<file path="src/rtl/reg_file_param.sv">
// -----------------------------------------------------------------------------
// reg_file_param
//
// Parametrised two-read / one-write register bank for the processor datapath,
// with write-through forwarding, a read-enable that freezes the read outputs,
// and a pending-write scoreboard that flags reads of registers whose producer
// has not yet written back.
//
// Parameters:
//   DATA_W    bits per register
//   ADDR_W    address width, depth = 2**ADDR_W
//   ZERO_REG  1: register 0 reads 0, ignores writes and is never pending
//
// Ports:
//   clk, reset          clock (rising edge), asynchronous active-high reset
//   rd_en               1: capture new read results; 0: read outputs hold
//   ra1, ra2            read addresses
//   rd1, rd2            registered read data
//   hazard1, hazard2    registered: address was pending when captured
//   we, wa, wd          write port (from writeback)
//   pend_set, pend_addr scoreboard claim (from decode)
//   pend_vec            scoreboard bits, bit i = register i pending
// -----------------------------------------------------------------------------
module reg_file_param #(
    parameter int DATA_W   = 32,
    parameter int ADDR_W   = 5,
    parameter int ZERO_REG = 1
) (
    input  logic                     clk,
    input  logic                     reset,
    input  logic                     rd_en,
    input  logic [ADDR_W-1:0]        ra1,
    input  logic [ADDR_W-1:0]        ra2,
    output logic [DATA_W-1:0]        rd1,
    output logic [DATA_W-1:0]        rd2,
    output logic                     hazard1,
    output logic                     hazard2,
    input  logic                     we,
    input  logic [ADDR_W-1:0]        wa,
    input  logic [DATA_W-1:0]        wd,
    input  logic                     pend_set,
    input  logic [ADDR_W-1:0]        pend_addr,
    output logic [(1<<ADDR_W)-1:0]   pend_vec
);

    localparam int DEPTH = 1 << ADDR_W;

    logic [DATA_W-1:0] mem [DEPTH];
    logic [DEPTH-1:0]  pend_next;
    logic              wr_ok;

    // Writes to the hardwired zero register are dropped.
    assign wr_ok = we && !((ZERO_REG != 0) && (wa == '0));

    // NOTE: the bank must read all-zero after reset, so every entry is a
    // resettable flop rather than an unreset RAM macro.
    always_ff @(posedge clk or posedge reset) begin
        if (reset) begin
            for (int i = 0; i < DEPTH; i++) begin
                // NOTE: non-blocking for all sequential state, so every flop
                // samples pre-edge values regardless of block ordering.
                mem[i] <= '0;
            end
        end else if (wr_ok) begin
            mem[wa] <= wd;
        end
    end

    // Scoreboard: writeback clears, issue sets; a same-edge set wins because
    // the claim belongs to a newer producer.
    always_comb begin
        // NOTE: default first so no path leaves pend_next unassigned (no latch).
        pend_next = pend_vec;
        if (we)                pend_next[wa]        = 1'b0;
        if (pend_set)          pend_next[pend_addr] = 1'b1;
        if (ZERO_REG != 0)     pend_next[0]         = 1'b0;
    end

    always_ff @(posedge clk or posedge reset) begin
        if (reset) pend_vec <= '0;
        else       pend_vec <= pend_next;
    end

    // Per-port read selection; hazard uses the pre-edge scoreboard so a
    // same-cycle claim by a younger instruction does not flag this read.
    logic [ADDR_W-1:0] ra_p      [2];
    logic [DATA_W-1:0] rd_next   [2];
    logic              hz_next   [2];

    assign ra_p[0] = ra1;
    assign ra_p[1] = ra2;

    for (genvar p = 0; p < 2; p++) begin : g_port
        always_comb begin
            rd_next[p] = mem[ra_p[p]];
            hz_next[p] = pend_vec[ra_p[p]];
            if ((ZERO_REG != 0) && (ra_p[p] == '0)) begin
                rd_next[p] = '0;
                hz_next[p] = 1'b0;
            end else if (we && (wa == ra_p[p])) begin
                rd_next[p] = wd;
                hz_next[p] = 1'b0;
            end
        end
    end

    always_ff @(posedge clk or posedge reset) begin
        if (reset) begin
            rd1     <= '0;
            rd2     <= '0;
            hazard1 <= 1'b0;
            hazard2 <= 1'b0;
        end else if (rd_en) begin
            rd1     <= rd_next[0];
            rd2     <= rd_next[1];
            hazard1 <= hz_next[0];
            hazard2 <= hz_next[1];
        end
    end

endmodule

</file>
<file path="config.mk">
export PLATFORM = sky130hd
export DESIGN_NAME = reg_file_param
export DESIGN_NICKNAME = d
export VERILOG_FILES = /design/src/rtl/reg_file_param.sv
export SDC_FILE = /design/constraint.sdc
export NUM_CORES = 2
export LEC_CHECK = 0
export BUFFER_PORTS_ARGS = -buffer_cell sky130_fd_sc_hd__buf_2
export CAP_MARGIN = 20
export CORE_UTILIZATION = 50
export DETAILED_ROUTE_END_ITERATION = 10
export PLACE_DENSITY_LB_ADDON = 0.15
export SETUP_SLACK_MARGIN = 0.3
export SLEW_MARGIN = 20
export SYNTH_ARGS = -nofsm -noshare
export SYNTH_HDL_FRONTEND = slang
export SYNTH_SLANG_ARGS = --single-unit
</file>
<file path="constraint.sdc">
create_clock -name clk -period 45.4 [get_ports clk]
set_input_delay 2.27 -clock clk [delete_from_list [all_inputs] [get_ports clk]]
set_output_delay 2.27 -clock clk [all_outputs]
set_load 0.01 [all_outputs]
</file>
# ---- Yosys cells after proc, flatten, opt, wreduce, memory -nomap -nowiden
# Cells that the tools add are included.
dict set report word_totals {
  ff_bits 1121
  inputBits 57
  wordCells 92
}
dict set report classes {
  n_mux 27
  n_reduce_logical 10
  n_lt_le_gt_ge 10
  n_eq_ne 2
  n_bitwise 6
}
# op n
set ops {}
lappend ops {{1024-bit bitwise mux} 1}
lappend ops {{32-bit two-way mux} 11}
lappend ops {{32-bit binary-select mux with 5-bit select} 2}
lappend ops {{32-bit demux with 5-bit select} 1}
lappend ops {{32-bit bitwise AND} 1}
lappend ops {{32-bit NOT} 1}
lappend ops {{32-bit OR} 1}
lappend ops {{5-bit by 6-bit less-than comparator with 1-bit output (second input constant)} 4}
lappend ops {{6-bit greater-or-equal comparator (second input constant)} 3}
lappend ops {{5-bit NOT with 6-bit output} 3}
lappend ops {{5-bit zero test} 3}
lappend ops {{1-bit binary-select mux with 5-bit select} 2}
lappend ops {{1-bit demux with 5-bit select} 2}
lappend ops {{5-bit == test} 2}
lappend ops {{5-bit by 1-bit greater-or-equal comparator with 1-bit output (second input constant)} 2}
lappend ops {{1-bit two-way mux} 8}
lappend ops {{1-bit logical AND} 6}
lappend ops {{6-bit by 1-bit less-than comparator with 1-bit output (second input constant)} 1}
lappend ops {{1-bit zero test} 1}

# ---- Logic depth before layout (Yosys ltp)
dict set report logic_depth {
  word_depth 9
  ltp_mapped 8
  ltp_nobuf 5
}

# ---- Worst setup path before layout
# OpenSTA, ideal clock, no wires.
dict set report synth_timing {
  kind {input to register}
  from {input port ra1[0]}
  to {register rd1[19]}
  required_time_ns 45.271
  n_path_buf 2
  t_arrival_ns 4.136
  path_slack_ns 41.135
  stages 6
  path_cell_list {buf_2 buf_1 mux4_2 a22oi_1 a21oi_1 a2111o_1}
}
dict set report synth_via {
  elab_chain_len 6
  word_cells_on_any_way 9
}
# item line
set synth_rtl {}
lappend synth_rtl {{from (decl)} 32} ;# input logic [ADDR_W-1:0] ra1,
lappend synth_rtl {{5-bit NOT with 6-bit output (not written as such)} 95} ;# rd_next[p] = mem[ra_p[p]];
lappend synth_rtl {{32-bit binary-select mux with 5-bit select} 95}
lappend synth_rtl {{32-bit two-way mux (not written as such) (2 in series)} 95}
lappend synth_rtl {{32-bit two-way mux} 100} ;# end else if (we && (wa == ra_p[p])) begin
lappend synth_rtl {{32-bit two-way mux *} 97} ;# if ((ZERO_REG != 0) && (ra_p[p] == '0)) begin
lappend synth_rtl {{to (signal assigned)} 114} ;# rd1 <= rd_next[0];
lappend synth_rtl {{to (decl)} 34} ;# output logic [DATA_W-1:0] rd1,
# Every way passes the cells marked *; elsewhere a longest branch is shown, timed or not. The select of a mux whose other input is x is not followed.
# A chain may end at the register's enable or synchronous reset.

# ---- Worst setup path in the final report
dict set report layout_timing {
  from {input port ra1[0]}
  to {register rd1[24]}
}
# The elaborated chain is that of the path after synthesis.

==> out/qor.txt <==
Final ANT Viol Nets: 0
Seq cells post-synth: 1121
DR WL/cell: 33.4 um
Post-route minimum period: 6240 ps
Layout cells sized above 1: 43.1%
Placed instance area: 0.0604 mm2
CTS sink count: 1121
EDFF count, synth: 0
Row count: 125
Setup Fix Bufs, Post-CTS: 0
Hold buffers post-CTS: 0
GPL Wtd Cong: 0.796
Worst-Skew Late Latency: 730 ps
Top_reg_cell synth: dfrtp_1
Worst EP required: 45990 ps
Most common cell after layout, fill and taps aside: dfrtp_1
Most frequent cells in the layout: dfrtp_1, mux2_2, mux4_2
Die footprint: 0.119 mm2
Num CTS Buffers: 130
First-pass GRT wire length: 274000 um
Critical path cell sequence: buf_8 -> buf_4 -> buf_4 -> buf_4 -> mux4_2 -> a22oi_1 -> a21oi_1 -> a2111o_1
Tot GR Track Use: 31.3%
Max Slew Vio Count: 0
Setup Crit Path Kind: input port to flip-flop
Drt total wl: 186000 um
Setup violators final: 0
Crit-path most repeated cell: buf_4
Cell leakage power: 28.4 nW
Die height: 346 um
Data arrival time of the worst path: 6830 ps
Number of global-route vias before repair: 38900
Initial antenna violation count: 16
WP buf/inv: 4
Layout area overhead: 9.33%
Initial Utilization: 50.6%
Async SR Flop Fraction: 100%
Total grt overflow: 0
First-pass detailed-route iteration total: 5
IO Count: 155
Worst Skew: 27.1 ps
Core Area: 0.117 mm2
Hold Path Class: flip-flop to flip-flop
Power Dens Cells: 45.2 mW/mm2
Hold Slack: 392 ps
Worst-margin pin slew: 1240 ps
Max_cap viols: 0
Top cell family by delay on the critical path: buffers and inverters
Post_cts resized: 0
Clock Tree Buf Depth: 3
Hpwl dp: 97300 um
PortBufs: 153
Vias per inst: 6.93
Drt first-iter violations: 3642
Critical-path top delay cell: buf_4
Reg clk slew, reported paths: 50 ps
H-tree depth: 4
Post-route cell area: 0.0646 mm2
Fin. Hold Viols: 0
Maximum VDD drop: 0.0000391 V
Setup TNS: 0 ps
Placed Cells: 5323
Max FO, Critical Path: 75
Max stage delay on crit path: 890 ps
Avg Inst Size Synth: 14.7 um2
FMAX: 160 MHz
Yosys warns: 0
Finished Layout Cells: 5548
Post-synth net total: 4086
Slew HR: 17.5%
Root Buffer: clkbuf_16
Synth cell types: 53
Die X: 346 um
Drt drc: 0
Crit end category: flip-flop
Fin nets: 3988
CP startpoint kind: input port
Sequential area share after synthesis: 47.5%
RSZ-0062 raised after global routing: no
Post-Syn Instances: 4029
Status: completed
Period utilization: 13.7%
Cell Area, Synth: 0.0590 mm2
CTS tree: built
Vias post-DR: 38500
Largest net degree at the start of global routing: 150
-- state kept, by name, indices dropped and copies added, names as in the netlist --
register,flops
hazard1,1
hazard2,1
mem,1024
pend_vec,31
rd1,32
rd2,32
-- routing by layer --
metal | track usage [%] | vias up | part of all wire (%)
met5 | 0 | - | 0.0070
met4 | 10.4 | 2 | 3.1
met3 | 5.92 | 358 | 8.2
met2 | 46.1 | 1762 | 45
met1 | 46.7 | 20800 | 44
li1 | - | 15600 | -
-- metrics by stage --
| stage | total power (W) | util, % | worst slack [ps] |
|---|---|---|---|
| finish | 0.00292 | 55.3 | 39160 |
| global route | 0.00304 | 55.3 | 38910 |
| CTS | 0.00293 | 55.3 | 39200 |
| detailed placement | 0.00191 | 51.8 | 38430 |
| global placement | 0.00189 | 51.8 | 38460 |
| floorplan | 0.00175 | - | 11560 |
-- synth_stat cells, drive strengths merged, types with 4 or more instances --
cell        n  area share [%]
a2111o     31            0.59
nor3        5           0.042
a21oi      63            0.53
nand2      26            0.17
and3        4           0.042
nor2b      64            0.68
a211oi     32            0.41
buf       210             2.2
a221oi    128             1.9
clkbuf    243             1.5
nor2       22            0.14
mux2i     320             5.4
mux2     1026              20
xor2        4           0.059
a2111oi    31            0.46
a221o      33            0.56
nand3       4           0.034
xnor2       6           0.089
a22o       15            0.22
or2         4           0.042
o22ai      35            0.37
nor3b       8            0.10
dfrtp    1121              48
nand3b      9            0.11
a22oi      65            0.83
mux4      401              15
o21ai      99            0.84
-- cell families (layout without fill, tap and decap cells) --
logic type | after synthesis | count (layout) | share of synthesized area (%)
and+or+nand+nor | 154 | 154 | 1.46
DFF | 1121 | 1121 | 47.5
AOI/OAI and AO/OA | 539 | 539 | 6.81
buffers and inverters | 457 | 445 | 3.77
other | 1 | 8 | 0.00635
xor gates and xnor gates | 10 | 10 | 0.148
muxes | 1747 | 1747 | 40.3
-- power by group --
group          internal [W]  leakage, nW  switching, W
Combinational      0.000324         12.0      0.000232
Sequential          0.00119         14.4      0.000147
Clock              0.000606         2.02      0.000419
Total               0.00212         28.4      0.000797
-- worst register-to-register path, delay by kind of cell (launching register included) --
| kind | cells | cell delay, ps |
|---|---|---|
| muxes | 2 | 940 |
| AOI/OAI and AO/OA | 2 | 560 |
| DFF | 1 | 410 |
| and+or+nand+nor | 1 | 90 |
-- cell type report --
class                   count  area (um2)
repair buffers            223        1400
well taps                1524        1910
clock buffers             191        3840
inverters                   4        25.0
diodes                      7        17.5
multi-input cells        2451       29000
fillers                  9614       52100
clock inverters            27         263
flip-flops and latches   1121       28100
-- final timing paths --
check | slack (ps) | endpoint | cells past startpoint | start
max reg2reg | 43290 | rd2[31] | 5 | mem[895]
min reg2reg | 390 | mem[1010] | 0 | mem[1010]
max | 39160 | rd1[24] | 8 | ra1[0]
min | 390 | mem[1010] | 0 | mem[1010]
min in group asynchronous | 1680 | mem[248] | 2 | reset
max in group asynchronous | 40480 | mem[841] | 5 | reset
(Power assumes the default switching activity.)
